`src/rtl/ninjin_axi_rd_dma_if.sv`:
```
// ninjin_axi_rd_dma_if
// AXI4 read-address and read-data channels between the ninjin read DMA
// (master) and the m_axi_image port (slave).
//   AR: arid, araddr, arlen, arsize, arburst, arlock, arcache, arprot,
//       arqos, arvalid (master->slave), arready (slave->master)
//   R : rid, rdata, rresp, rlast, rvalid (slave->master),
//       rready (master->slave)
interface ninjin_axi_rd_dma_if #(
  parameter int ID_WIDTH   = 1,
  parameter int DATA_WIDTH = 32,
  parameter int ADDR_WIDTH = 32
);
  logic [ID_WIDTH-1:0]   arid;
  logic [ADDR_WIDTH-1:0] araddr;
  logic [7:0]            arlen;
  logic [2:0]            arsize;
  logic [1:0]            arburst;
  logic                  arlock;
  logic [3:0]            arcache;
  logic [2:0]            arprot;
  logic [3:0]            arqos;
  logic                  arvalid;
  logic                  arready;

  logic [ID_WIDTH-1:0]   rid;
  logic [DATA_WIDTH-1:0] rdata;
  logic [1:0]            rresp;
  logic                  rlast;
  logic                  rvalid;
  logic                  rready;

  modport master (
    output arid, araddr, arlen, arsize, arburst, arlock, arcache, arprot,
           arqos, arvalid, rready,
    input  arready, rid, rdata, rresp, rlast, rvalid
  );

  modport slave (
    input  arid, araddr, arlen, arsize, arburst, arlock, arcache, arprot,
           arqos, arvalid, rready,
    output arready, rid, rdata, rresp, rlast, rvalid
  );
endinterface

```
`src/rtl/ninjin_axi_rd_dma.sv`:
```
// ninjin_axi_rd_dma
// AXI4 burst read master copying total_len contiguous words from DDR into
// a local buffer. The transfer is split into bursts of at most BURST_MAX
// beats with up to OUTSTANDING bursts in flight.
// Ports:
//   clk, xrst            clock, asynchronous active-low reset
//   start                request pulse (ignored while busy)
//   base_addr/total_len/buf_base  transfer description, latched on start
//   busy, done, err      status (done is a one-cycle pulse, err is sticky)
//   buf_we/buf_addr/buf_wdata     local buffer write port
//   m_axi                AXI4 AR/R channels (master modport)
// Optional build macro:
//   NINJIN_RD_4K_SPLIT_EN  limit each burst so it never crosses a 4 KiB
//                          address boundary
module ninjin_axi_rd_dma #(
  parameter int ID_WIDTH      = 1,
  parameter int DATA_WIDTH    = 32,
  parameter int ADDR_WIDTH    = 32,
  parameter int BURST_MAX     = 256,
  parameter int LEN_WIDTH     = 16,
  parameter int BUFADDR_WIDTH = 12,
  parameter int OUTSTANDING   = 2
) (
  input  logic                     clk,
  input  logic                     xrst,
  input  logic                     start,
  input  logic [ADDR_WIDTH-1:0]    base_addr,
  input  logic [LEN_WIDTH-1:0]     total_len,
  input  logic [BUFADDR_WIDTH-1:0] buf_base,
  output logic                     busy,
  output logic                     done,
  output logic                     err,
  output logic                     buf_we,
  output logic [BUFADDR_WIDTH-1:0] buf_addr,
  output logic [DATA_WIDTH-1:0]    buf_wdata,
  ninjin_axi_rd_dma_if.master      m_axi
);
  localparam int SIZE  = $clog2(DATA_WIDTH / 8);
  localparam int CNT_W = $clog2(OUTSTANDING + 1);
  localparam logic [CNT_W-1:0] MAX_INFL  = CNT_W'(OUTSTANDING);
  localparam logic [31:0]      BURST_CAP = 32'(BURST_MAX);

  typedef enum logic [1:0] {IDLE, RUN, FIN} state_e;

  state_e                   state_q, state_d;
  logic [ADDR_WIDTH-1:0]    addr_q, addr_d;
  logic [LEN_WIDTH-1:0]     remain_q, remain_d;
  logic [CNT_W-1:0]         inflight_q, inflight_d;
  logic [BUFADDR_WIDTH-1:0] bidx_q, bidx_d;
  logic [BUFADDR_WIDTH-1:0] waddr_q, waddr_d;
  logic [DATA_WIDTH-1:0]    wdata_q, wdata_d;
  logic                     we_q, we_d;
  logic                     err_q, err_d;

  logic [8:0] beats;
  logic       ar_valid, ar_hs, r_hs, r_last_hs;
  logic       unused_rid;

  assign unused_rid = ^m_axi.rid;

  // Beats of the next burst. Derived only from registered state, so the
  // AR payload cannot move while a request waits for arready.
  always_comb begin
    beats = 9'(BURST_MAX);
    if (32'(remain_q) < BURST_CAP) beats = 9'(remain_q);
`ifdef NINJIN_RD_4K_SPLIT_EN
    begin : split_4k
      logic [12:0] room;
      room = (13'd4096 - {1'b0, addr_q[11:0]}) >> SIZE;
      if (32'(room) < 32'(beats)) beats = 9'(room);
    end
`endif
  end

  assign ar_valid  = (state_q == RUN) && (remain_q != '0) && (inflight_q < MAX_INFL);
  assign ar_hs     = ar_valid && m_axi.arready;
  assign r_hs      = m_axi.rvalid && (state_q == RUN);
  // A stray last beat with nothing in flight must not wrap the counter.
  assign r_last_hs = r_hs && m_axi.rlast && (inflight_q != '0);

  // AR fields are zeroed while idle so the port reads all-zero in reset.
  assign m_axi.arvalid = ar_valid;
  assign m_axi.araddr  = addr_q;
  assign m_axi.arlen   = ar_valid ? 8'(beats - 9'd1) : 8'd0;
  assign m_axi.arsize  = ar_valid ? 3'(SIZE) : 3'd0;
  assign m_axi.arburst = ar_valid ? 2'b01 : 2'b00;
  assign m_axi.arcache = ar_valid ? 4'b0011 : 4'b0000;
  assign m_axi.arid    = '0;
  assign m_axi.arlock  = 1'b0;
  assign m_axi.arprot  = 3'd0;
  assign m_axi.arqos   = 4'd0;
  assign m_axi.rready  = (state_q == RUN);

  assign busy      = (state_q != IDLE);
  assign done      = (state_q == FIN);
  assign err       = err_q;
  assign buf_we    = we_q;
  assign buf_addr  = waddr_q;
  assign buf_wdata = wdata_q;

  always_comb begin
    state_d    = state_q;
    addr_d     = addr_q;
    remain_d   = remain_q;
    inflight_d = inflight_q;
    bidx_d     = bidx_q;
    waddr_d    = waddr_q;
    wdata_d    = wdata_q;
    we_d       = 1'b0;
    err_d      = err_q;
    unique case (state_q)
      IDLE: begin
        if (start) begin
          addr_d     = base_addr;
          remain_d   = total_len;
          bidx_d     = buf_base;
          inflight_d = '0;
          err_d      = 1'b0;
          state_d    = (total_len == '0) ? FIN : RUN;
        end
      end
      RUN: begin
        if (ar_hs) begin
          addr_d   = addr_q + (ADDR_WIDTH'(beats) << SIZE);
          remain_d = remain_q - LEN_WIDTH'(beats);
        end
        if (ar_hs && !r_last_hs)      inflight_d = inflight_q + 1'b1;
        else if (!ar_hs && r_last_hs) inflight_d = inflight_q - 1'b1;
        if (r_hs) begin
          we_d    = 1'b1;
          wdata_d = m_axi.rdata;
          waddr_d = bidx_q;
          bidx_d  = bidx_q + 1'b1;
          if (m_axi.rresp != 2'b00 || inflight_q == '0) err_d = 1'b1;
        end
        // The final beat's buffer write is visible in this same cycle, as
        // the in-flight count reaches zero on the edge that registers it.
        if (remain_q == '0 && inflight_q == '0) state_d = FIN;
      end
      FIN:     state_d = IDLE;
      default: state_d = IDLE;
    endcase
  end

  always_ff @(posedge clk or negedge xrst) begin
    if (!xrst) begin
      state_q    <= IDLE;
      addr_q     <= '0;
      remain_q   <= '0;
      inflight_q <= '0;
      bidx_q     <= '0;
      waddr_q    <= '0;
      wdata_q    <= '0;
      we_q       <= 1'b0;
      err_q      <= 1'b0;
    end else begin
      state_q    <= state_d;
      addr_q     <= addr_d;
      remain_q   <= remain_d;
      inflight_q <= inflight_d;
      bidx_q     <= bidx_d;
      waddr_q    <= waddr_d;
      wdata_q    <= wdata_d;
      we_q       <= we_d;
      err_q      <= err_d;
    end
  end
endmodule

```
`src/flat_wrapper.sv`:
```
// flat-port wrapper written by rule: the top's interface ports become plain ports
module ninjin_axi_rd_dma_flat 
#(
  parameter int ID_WIDTH      = 1,
  parameter int DATA_WIDTH    = 32,
  parameter int ADDR_WIDTH    = 32,
  parameter int BURST_MAX     = 256,
  parameter int LEN_WIDTH     = 16,
  parameter int BUFADDR_WIDTH = 12,
  parameter int OUTSTANDING   = 2
)
  (clk, xrst, start, base_addr, total_len, buf_base, busy, done, err, buf_we, buf_addr, buf_wdata, m_axi_arid, m_axi_araddr, m_axi_arlen, m_axi_arsize, m_axi_arburst, m_axi_arlock, m_axi_arcache, m_axi_arprot, m_axi_arqos, m_axi_arvalid, m_axi_rready, m_axi_arready, m_axi_rid, m_axi_rdata, m_axi_rresp, m_axi_rlast, m_axi_rvalid);
  ninjin_axi_rd_dma_if #(.ID_WIDTH(ID_WIDTH), .DATA_WIDTH(DATA_WIDTH), .ADDR_WIDTH(ADDR_WIDTH)) m_axi_i ();
  input  logic clk;
  input  logic xrst;
  input  logic start;
  input  logic [ADDR_WIDTH-1:0] base_addr;
  input  logic [LEN_WIDTH-1:0] total_len;
  input  logic [BUFADDR_WIDTH-1:0] buf_base;
  output logic busy;
  output logic done;
  output logic err;
  output logic buf_we;
  output logic [BUFADDR_WIDTH-1:0] buf_addr;
  output logic [DATA_WIDTH-1:0] buf_wdata;
  output wire logic [$bits(m_axi_i.arid)-1:0] m_axi_arid;
  output wire logic [$bits(m_axi_i.araddr)-1:0] m_axi_araddr;
  output wire logic [$bits(m_axi_i.arlen)-1:0] m_axi_arlen;
  output wire logic [$bits(m_axi_i.arsize)-1:0] m_axi_arsize;
  output wire logic [$bits(m_axi_i.arburst)-1:0] m_axi_arburst;
  output wire logic [$bits(m_axi_i.arlock)-1:0] m_axi_arlock;
  output wire logic [$bits(m_axi_i.arcache)-1:0] m_axi_arcache;
  output wire logic [$bits(m_axi_i.arprot)-1:0] m_axi_arprot;
  output wire logic [$bits(m_axi_i.arqos)-1:0] m_axi_arqos;
  output wire logic [$bits(m_axi_i.arvalid)-1:0] m_axi_arvalid;
  output wire logic [$bits(m_axi_i.rready)-1:0] m_axi_rready;
  input wire logic [$bits(m_axi_i.arready)-1:0] m_axi_arready;
  input wire logic [$bits(m_axi_i.rid)-1:0] m_axi_rid;
  input wire logic [$bits(m_axi_i.rdata)-1:0] m_axi_rdata;
  input wire logic [$bits(m_axi_i.rresp)-1:0] m_axi_rresp;
  input wire logic [$bits(m_axi_i.rlast)-1:0] m_axi_rlast;
  input wire logic [$bits(m_axi_i.rvalid)-1:0] m_axi_rvalid;
  assign m_axi_arid = m_axi_i.arid;
  assign m_axi_araddr = m_axi_i.araddr;
  assign m_axi_arlen = m_axi_i.arlen;
  assign m_axi_arsize = m_axi_i.arsize;
  assign m_axi_arburst = m_axi_i.arburst;
  assign m_axi_arlock = m_axi_i.arlock;
  assign m_axi_arcache = m_axi_i.arcache;
  assign m_axi_arprot = m_axi_i.arprot;
  assign m_axi_arqos = m_axi_i.arqos;
  assign m_axi_arvalid = m_axi_i.arvalid;
  assign m_axi_rready = m_axi_i.rready;
  assign m_axi_i.arready = m_axi_arready;
  assign m_axi_i.rid = m_axi_rid;
  assign m_axi_i.rdata = m_axi_rdata;
  assign m_axi_i.rresp = m_axi_rresp;
  assign m_axi_i.rlast = m_axi_rlast;
  assign m_axi_i.rvalid = m_axi_rvalid;
  ninjin_axi_rd_dma #(.ID_WIDTH(ID_WIDTH), .DATA_WIDTH(DATA_WIDTH), .ADDR_WIDTH(ADDR_WIDTH), .BURST_MAX(BURST_MAX), .LEN_WIDTH(LEN_WIDTH), .BUFADDR_WIDTH(BUFADDR_WIDTH), .OUTSTANDING(OUTSTANDING)) u_core (.clk(clk), .xrst(xrst), .start(start), .base_addr(base_addr), .total_len(total_len), .buf_base(buf_base), .busy(busy), .done(done), .err(err), .buf_we(buf_we), .buf_addr(buf_addr), .buf_wdata(buf_wdata), .m_axi(m_axi_i));
endmodule
```
`config.mk`:
```
export PLATFORM = sky130hd
export DESIGN_NAME = ninjin_axi_rd_dma_flat
export DESIGN_NICKNAME = d
export VERILOG_FILES = /design/src/rtl/ninjin_axi_rd_dma_if.sv /design/src/rtl/ninjin_axi_rd_dma.sv /design/src/flat_wrapper.sv
export SDC_FILE = /design/constraint.sdc
export NUM_CORES = 1
export LEC_CHECK = 0
export CAP_MARGIN = 25
export CORE_ASPECT_RATIO = 1.4
export CORE_MARGIN = 10
export CORE_UTILIZATION = 47
export DETAILED_ROUTE_END_ITERATION = 7
export PLACE_DENSITY = 0.81
export SYNTH_ARGS = -nofsm -noshare
export SYNTH_HDL_FRONTEND = slang
export SYNTH_SLANG_ARGS = --single-unit
```
`constraint.sdc`:
```
create_clock -name clk -period 5 [get_ports clk]
set_input_delay 1.5 -clock clk [delete_from_list [all_inputs] [get_ports clk]]
set_output_delay 1.5 -clock clk [all_outputs]
set_load 0.02 [all_outputs]
```
# ---- After elaboration in Yosys (flattened, before gate mapping)
# Cells that the tools add are included.
dict set report word_totals {
  ff_bits 110
  output_inout_bits 108
}
dict set report op_classes {
  add_sub_neg 6
  n_lt_le_gt_ge 2
  n_eq_ne 8
  muxes 28
  n_reduce_logical 27
}
# operator n
set op_table {}
lappend op_table {{32-bit 2-to-1 mux} 2}
lappend op_table {{32-bit one-hot mux with 2 select lines} 1}
lappend op_table {{32-bit by 11-bit adder with 32-bit output} 1}
lappend op_table {{16-bit zero test} 2}
lappend op_table {{16-bit 2-to-1 mux} 2}
lappend op_table {{16-bit one-hot mux with 2 select lines} 1}
lappend op_table {{12-bit 2-to-1 mux} 2}
lappend op_table {{12-bit one-hot mux with 2 select lines} 1}
lappend op_table {{16-bit by 9-bit < comparator with 1-bit output (second input constant)} 1}
lappend op_table {{2-bit 2-to-1 mux} 8}
lappend op_table {{16-bit nonzero test} 1}
lappend op_table {{16-bit by 9-bit subtractor with 16-bit output} 1}
lappend op_table {{12-bit by 1-bit adder with 12-bit output (second input constant)} 1}
lappend op_table {{1-bit logical AND} 9}
lappend op_table {{9-bit 2-to-1 mux} 1}
lappend op_table {{3-bit AND reduction} 3}
lappend op_table {{8-bit 2-to-1 mux} 1}
lappend op_table {{2-bit by 1-bit != test with 1-bit output (second input constant)} 4}
lappend op_table {{2-bit one-hot mux with 2 select lines} 2}
lappend op_table {{2-bit nonzero test} 4}
lappend op_table {{8-bit by 1-bit subtractor with 8-bit output (second input constant)} 1}
lappend op_table {{1-bit 2-to-1 mux} 6}
lappend op_table {{2-bit zero test} 2}
lappend op_table {{2-bit AND reduction} 2}
lappend op_table {{11 further kinds} 12}

# ---- Logic depth before layout (Yosys ltp)
# Gate-level depths: netlist of run 1.
dict set report logic_depth {
  ltp_word 9
  ltp_mapped 14
  mapped_depth_nobuf 12
}

# ---- Least setup slack after synthesis of run 1
# Ideal clock, no wire load.
dict set report synth_timing {
  path_kind {register to output}
  start {reg u_core.remain_q[8]}
  end {out m_axi_arlen[6]}
  arrival_time_ps 2288
  setup_slack_ps 1212
  stages_incl_launch_ff 10
  path_buffers 2
  path_cell_list {dfrtp_1 nor4_2 and2_1 buf_6 clkbuf_1 nand2_1 ha_1 nand2_1 nand3_1 a21oi_1}
}
dict set report synth_via {
  elab_chain_cells 4
  word_cells_on_any_way 7
  classes_between {add/sub: 1; order compare: 1; mux: 2; reduce/logical: 3}
}
# item line
set synth_rtl {}
lappend synth_rtl {{from (decl)} ninjin_axi_rd_dma.sv:47} ;# logic [LEN_WIDTH-1:0] remain_q, remain_d;
lappend synth_rtl {{from (signal assigned)} ninjin_axi_rd_dma.sv:159} ;# remain_q <= remain_d;
lappend synth_rtl {{16-bit by 9-bit < comparator with 1-bit output or 16-bit nonzero test (tied branches)} {ninjin_axi_rd_dma.sv:65, ninjin_axi_rd_dma.sv:75}}
lappend synth_rtl {{9-bit 2-to-1 mux or 1-bit logical AND (tied branches)} {ninjin_axi_rd_dma.sv:65, ninjin_axi_rd_dma.sv:75}}
lappend synth_rtl {{8-bit by 1-bit subtractor with 8-bit output or 1-bit logical AND (tied branches)} {ninjin_axi_rd_dma.sv:84, ninjin_axi_rd_dma.sv:75}}
lappend synth_rtl {{8-bit 2-to-1 mux *} ninjin_axi_rd_dma.sv:84} ;# assign m_axi.arlen = ar_valid ? 8'(beats - 9'd1) : 8'd0;
lappend synth_rtl {{to (decl)} flat_wrapper.sv:28} ;# output wire logic [$bits(m_axi_i.arlen)-1:0] m_axi_arlen;
# Every way passes the cells marked *; elsewhere a longest branch is shown, timed or not.

# ---- Final worst setup path of run 1
dict set report layout_timing {
  start {reg u_core.remain_q[8]}
  end {out m_axi_arburst[0]}
}
dict set report layout_via {
  elab_chain_cells 4
}
# item line
set layout_rtl {}
lappend layout_rtl {{16-bit nonzero test} ninjin_axi_rd_dma.sv:75} ;# assign ar_valid = (state_q == RUN) && (remain_q != '0) && (inflight_q < MAX_INFL);
lappend layout_rtl {{1-bit logical AND (2 in a row)} ninjin_axi_rd_dma.sv:75}
lappend layout_rtl {{1-bit 2-to-1 mux} ninjin_axi_rd_dma.sv:86} ;# assign m_axi.arburst = ar_valid ? 2'b01 : 2'b00;
lappend layout_rtl {{to (decl)} flat_wrapper.sv:30} ;# output wire logic [$bits(m_axi_i.arburst)-1:0] m_axi_arburst;
# No other way between the ends.

==> impl_results.md, run 1 <==
- Outcome: completed
- Most common cell after layout, fill and taps aside: clkdlybuf4s50_1
- Drt pass-1 iters: 5
- Vias/cell: slightly below 6
- Syn Area/Cell: about 9.0 sq um
- Final wirelength: approximately 21000 microns
- Worst R2R Path Depth: 12
- Total negative slack: 0 ns
- # nets final: 1000
- CTS clk-pin slew, worst paths: 0.08 ns
- Unrepaired setup endpoints after global routing: false
- Cts bufs inserted: 9
- Final Util: 65.8%
- Combinational Power Share: between 50% and 60%
- Diode count: 0
- Count of pins over their slew limit: 0
- Core box area: 0.0135 sq mm
- Worst Path Class, Setup: register to output port
- Via count: 6287
- Initial antenna violation count: 0
- Post-synthesis register bit count: 110
- Synth Warn #: 0
- Vias in the first global route: 6042
- Die Area: 0.0189 sq mm
- Req. time, crit path: 3.50 ns
- Synthesized instance count: 716
- Data arrival time of the critical path: 3.11 ns
- Switch share: 44.6%
- Routability Congestion: 0.860
- Die extent in y: 159 microns
- Yosys cell types: 68
- CTS Root Cell: clkbuf_16
- Die Width: 119 microns
- Clk Latency, worst-skew pair: ~0.36 ns
- Top-area cell type share of the netlist area: between 40% and 50%
- Post-Syn Area: 0.00647 sq mm
- Post-route ant nets: 0
- CTS Hold Buffers Added: 0
- Most frequent cells in the layout: clkdlybuf4s50_1 (192), dfrtp_1 (110), nand2_1 (83), nor2_1 (57), a21oi_1 (50)
- H-tree lvl count: 3
- Pint: 3.21 mW
- IO Pins: about 210
- Post-synth EDFFs: 0
- Filler Cells Inserted: 1124
- Crit Path Max Fanout: 10
- Tot Pwr: 5.80 mW
- Psw: 2.59 mW
- First-pass GRT wire length: 33100 microns
- First DRT Iteration DRCs: between 500 and 600
- Total congestion overflow: 0
- Leakage: 3.59 nW
- F_max: 217 MHz
- Avg WL per Cell: between 15 and 20 microns
- Placed wire-length estimate: 15500 microns
- Slew HR: between 40% and 50%
- Largest net degree at the start of global routing: 73
- TritonCTS Sinks: 110
- Peak supply drop: approximately 0.64 mV
- Finished Layout Cells: 1075
- DRC viols: 0
- Worst min-delay path class: register to register
- Register Area: between 0.002 and 0.003 sq mm
- Clock buffer depth: 2
- TritonCTS clock tree: built
- Post-CTS Setup Inserts: 0
- PortBufs: 193
- Critical Path End Type: output port
- Final setup viols: 0
- Clock power frac: about an eighth
- Initial Util: 48.1%
- Final period utilization: between 90% and 100%
- Area contributors post-synth: dfrtp_1 (43%), mux2_2 (7.5%), nand2_1 (4.8%), a21oi_1 (3.9%), nor2_1 (3.4%)
- Slew @ Worst Pin: 0.753 ns
- CP startpoint kind: register
- CTS resizes: 0
- Area of the multi-input gates: 0.00340 sq mm
- Cell Pwr Density: 655 mW/mm^2
- Max Cap Viol: 0
- WHS: 0.476 ns
- Minimum clock period after layout: 4.61 ns
- Area grow syn2layout: 36.7%
- GRT Total Usage: 21.2%
- Sequential Power Share: 30.5%
- Ys async rst share: 100%
- Num rows: 50
- Placed Cells: between 1000 and 1500
- Final hold violation count: 0
- Yosys top cell by area: dfrtp_1
- R2R Setup Slk: roughly 1.3 ns
- Top FF cell, synth: dfrtp_1
- Post-synthesis sequential area ratio: roughly 43%
- Layout cells sized above 1: 10.4%
- Final Skew: 0.0108 ns
- WHS Path Cells: 2
[cells in the mapped netlist, types with 4 or more instances]
cell and count:
a311oi_1 5, nor4_1 14, o2bb2a_1 7, o21ai_1 5, a22o_1 4, buf_1 7
nand3_1 28, a311o_1 4, clkbuf_1 30, nor3_1 19, or4_1 4, o211ai_1 13
buf_4 20, mux2_2 43, nor2b_1 4, a31oi_1 9, a21oi_1 50, a22oi_1 4
nand2_1 83, or3_1 9, and3_1 22, xnor2_1 4, buf_2 5, o22ai_1 16
and4_1 5, ha_1 10, inv_1 9, nor2_1 58, o21ai_0 32, nand4_1 5
dfrtp_1 110, and2_1 6, a211oi_1 16, a2111oi_0 4, nand2b_1 4
[registers in the layout, indices dropped and copies added (netlist names)]
signal               count
u_core.buf_addr         12
u_core.err               1
u_core.state_q           2
u_core.inflight_q        2
u_core.buf_wdata        32
u_core.remain_q         16
u_core.buf_we            1
u_core.bidx_q           12
u_core.m_axi.araddr     32
[area by class of cell]
| class | instances | area share (%) |
|---|---|---|
| repair buffers | 211 | 23.8 |
| multi-input cells | 545 | 38.5 |
| flip-flops and latches | 110 | 31.1 |
| well taps | 182 | 2.57 |
| clock buffers | 9 | 2.55 |
| inverters | 11 | 0.467 |
| clock inverters | 7 | 1.00 |
[power groups by stage]
stage / combinational (mW) / sequential (mW) / clock, mW
floorplan: 1.66 / 2.03 / 0
global placement: 3.21 / 1.75 / 0
detailed placement: 3.26 / 1.78 / 0
CTS: 3.27 / 1.76 / 0.778
global route: 3.54 / 1.83 / 0.810
finish: 3.26 / 1.77 / 0.768
[critical path, stage by stage (launching register included)]
cell and delay, ns:
dfrtp_1 0.47, nor4_2 0.31, buf_4 0.19, and2_1 0.28
buf_4 0.24, inv_2 0.05, o21ai_1 0.44, inv_1 0.18
clkdlybuf4s50_1 0.59
[logic make-up after synthesis]
family	synth area share, %
and+or+nand+nor	20.4
AOI/OAI and AO/OA	20.5
DFF	42.5
buffers and inverters	5.67
muxes	7.48
adders and majority gates	2.40
xor gates and xnor gates	0.948
other	0.116
[layer usage]
layer | global-route usage (%) | routed length (microns) | up-vias
li1 | - | - | 2976
met1 | 26.7 | 8710 | 3022
met2 | 35.8 | 10300 | 260
met3 | 4.25 | 1420 | 29
met4 | 6.18 | 357 | 0
met5 | 0 | 0 | -
[through the flow]
stage                     area, sq um  setup WS (ns)
final                            8840          0.392
after global routing             8840          0.202
after CTS                        8800          0.411
after detailed placement         8490          0.827
after global placement           8490          0.845
after floorplan                  6520           1.21
[path summary, 6_finish.rpt]
check                                            start                      end
worst min register to register  u_core.m_axi.araddr[0]   u_core.m_axi.araddr[0]
worst min-delay path            u_core.m_axi.araddr[0]   u_core.m_axi.araddr[0]
min in group asynchronous                         xrst         u_core.bidx_q[9]
max in group asynchronous                         xrst       u_core.remain_q[6]
worst max register to register      u_core.remain_q[8]  u_core.m_axi.araddr[17]
worst max-delay path                u_core.remain_q[8]         m_axi_arburst[0]
Power figures use the tool's default switching activity.
==> run 2, diff against run 1 <==
Settings changed: CORE_UTILIZATION 47 to 51, PLACE_DENSITY 0.81 to 0.87.
Clock period 5 ns to 5.4 ns, I/O delays scaled along.
==> run 2 against run 1 <==
Setup slack gained 0.18 ns. First-iteration DRC count up 6.4%. Global-route usage rose by 1.5 points. Power decreased by 7.5%. Sequential power is 7% lower. Clock skew down 0.0017 ns. Critical endpoint is now m_axi_arcache[1]. Critical path type unchanged. Core utilization rose by 4.9 points. Design area is 1.2% lower. Clock power decreased by 4.9%.
==> impl_results.md, run 2 (synthesis gave the netlist of run 1 again) <==
- Clk Latency, worst-skew pair: 0.35 ns (about the same)
- CTS resizes: 0 (unchanged)
- Area grow syn2layout: 35.1%
- CP peak stage delay: 0.59 ns (about the same)
- Worst min-delay path class: register to register
- PortBufs: 193 (unchanged)
- Drt pass-1 iters: 5 (unchanged)
- Critical Path End Type: output port
- Pint: 2.98 mW (-7.2%)
- Initial Util: 52.3% (+4.2 points)
- Max Cap Viol: 0 (unchanged)
- Data arrival time of the critical path: 3.20 ns (+0.09 ns)
- # nets final: 993 (-0.70%)
- CTS Root Cell: clkbuf_16
- Die Width: 115 microns (-3.3%)
- Largest net degree at the start of global routing: 80 (+9.6%)
- CP Buf/Inv Count: 3 (-2)
- Slew @ Worst Pin: 0.930 ns (+0.177 ns)
- Vias/cell: 6.20 (+6.0%)
- Num rows: 48 (-4.0%)
- Total negative slack: 0 ns (unchanged)
- Combinational Power Share: 55.8% (-0.5 points)
- Clock buffer depth: 2 (unchanged)
- Final Skew: 0.00902 ns (-0.00175 ns)
- Setup ws final: 0.576 ns (+0.184 ns)
- Initial antenna violation count: 1 (+1)
- Die Area: 0.0177 sq mm (-6.7%)
- TritonCTS clock tree: built
- Total congestion overflow: 0 (unchanged)
- H-tree lvl count: 3 (unchanged)
- Worst Path Class, Setup: register to output port
- Clock power frac: 13.6% (+0.4 points)
- Leakage: 3.55 nW (-1.1%)
- Final setup viols: 0 (unchanged)
- Psw: 2.38 mW (-7.9%)
- Slew HR: 38.0% (-11 points)
- First-pass GRT wire length: 33100 microns (-0.13%)
- Post-CTS Setup Inserts: 0 (unchanged)
- F_max: 207 MHz
- Critical-path cell list: nor4_2, and2_1, inv_2, o21ai_1, inv_1, clkdlybuf4s50_1
- Delay-heaviest family, CP: simple AND/OR/NAND/NOR gates
- Count of pins over their slew limit: 0 (unchanged)
- Post-place setup slack: 0.992 ns (+0.166 ns)
- Switch share: 44.4% (-0.19 points)
- Unrepaired setup endpoints after global routing: false
- CTS clk-pin slew, worst paths: 0.08 ns (about the same)
- Core box area: 0.0124 sq mm (-8.0%)
- Die extent in y: 153 microns (-3.5%)
- CTS Hold Buffers Added: 0 (unchanged)
- Slowest CP cell: clkdlybuf4s50_1
- Final period utilization: 89.3%
- Post-route ant nets: 0 (unchanged)
- TritonCTS Sinks: 110 (unchanged)
- Cell Pwr Density: 614 mW/mm^2 (-6.4%)
- Minimum clock period after layout: 4.82 ns
- Via count: 6422 (+2.1%)
- Outcome: completed
- DRC viols: 0 (unchanged)
- CP startpoint kind: register
- Final hold violation count: 0 (unchanged)
- Peak supply drop: 0.456 mV (-29%)
- Placed wire-length estimate: 15400 microns (-0.58%)
- Routability Congestion: 0.906 (+5.3%)
- Filler Cells Inserted: 974 (-13%)
- First DRT Iteration DRCs: 565 (+6.4%)
- Req. time, crit path: 3.78 ns (+0.28 ns)
- IO Pins: 209 (unchanged)
- Cts bufs inserted: 9 (unchanged)
- Final wirelength: 20900 microns (+0.63%)
- Most common cell after layout, fill and taps aside: clkdlybuf4s50_1
- Crit Path Max Fanout: 12 (+2)
- Sequential Power Share: 30.6% (about the same)
- Vias in the first global route: 6270 (+3.8%)
- Most frequent cells in the layout: clkdlybuf4s50_1 (192), dfrtp_1 (110), nand2_1 (83), nor2_1 (57), a21oi_1 (50)
- Layout cells sized above 1: 9.60% (-0.81 points)
- Avg WL per Cell: 20.2 microns (+4.4%)
- GRT Total Usage: 22.7% (+1.5 points)
-- run 2: per-layer routing --
metal | GRT usage (%) | wire length, microns | up-vias
li1 | - | - | 2957
met1 | 27.6 | 8120 | 3094
met2 | 39.1 | 10900 | 326
met3 | 3.92 | 1480 | 45
met4 | 7.39 | 451 | 0
met5 | 0 | 0 | -
-- run 2: worst paths after layout --
kind	depth (start not counted)	to	startpoint	slack [ns]
max in group asynchronous	3	u_core.m_axi.araddr[30]	xrst	3.08
hold / removal	2	u_core.m_axi.araddr[1]	u_core.m_axi.araddr[1]	0.47
setup reg to reg	12	u_core.m_axi.araddr[18]	u_core.remain_q[10]	1.42
min in group asynchronous	1	u_core.m_axi.araddr[0]	xrst	1.22
hold reg to reg	2	u_core.m_axi.araddr[1]	u_core.m_axi.araddr[1]	0.47
setup / recovery	6	m_axi_arcache[1]	u_core.remain_q[10]	0.58
-- run 2: worst register-to-register path, cell delays in order (launching register included) --
cell	delay, ns
dfrtp_1	0.44
nor4_2	0.57
and2_1	0.39
nand2_1	0.12
inv_1	0.08
ha_1	0.20
fa_1	0.24
a21oi_1	0.12
o21ai_0	0.36
o22ai_1	0.21
o21ai_1	0.59
a41oi_1	0.23
a211o_1	0.31
-- run 2: layout make-up --
type	count	area (sq um)	share of cell area, %
multi-input cells	545	3400	39.0
repair buffers	204	2030	23.2
inverters	11	41.3	0.472
clock inverters	6	93.8	1.07
well taps	150	188	2.15
clock buffers	9	225	2.58
flip-flops and latches	110	2750	31.5
diodes	1	2.50	0.0286
-- run 2: power groups by stage --
stage / registers (mW) / clock network (mW) / logic [mW]
floorplan: 1.88 / 0 / 1.54
global placement: 1.62 / 0 / 2.93
detailed placement: 1.65 / 0 / 2.99
CTS: 1.63 / 0.737 / 3.00
global route: 1.70 / 0.769 / 3.23
finish: 1.64 / 0.730 / 2.99
-- run 2: per-stage QoR --
stage	instances	hold slack [ns]	power, mW	area (sq um)	util, %
finish	1036	0.475	5.36	8740	70.6
global route	1036	0.503	5.70	8740	70.6
CTS	1034	0.481	5.37	8710	70.4
detailed placement	1019	0.462	4.64	8390	67.8
global placement	1019	0.460	4.55	8390	67.8
floorplan	729	0.436	3.42	6520	-
==> run 3, diff against run 2 <==
Settings changed: HOLD_SLACK_MARGIN from default to 0.15.
==> results of run 3 <==
Same layout as run 2: the final DEF is identical, and so are final timing and power.
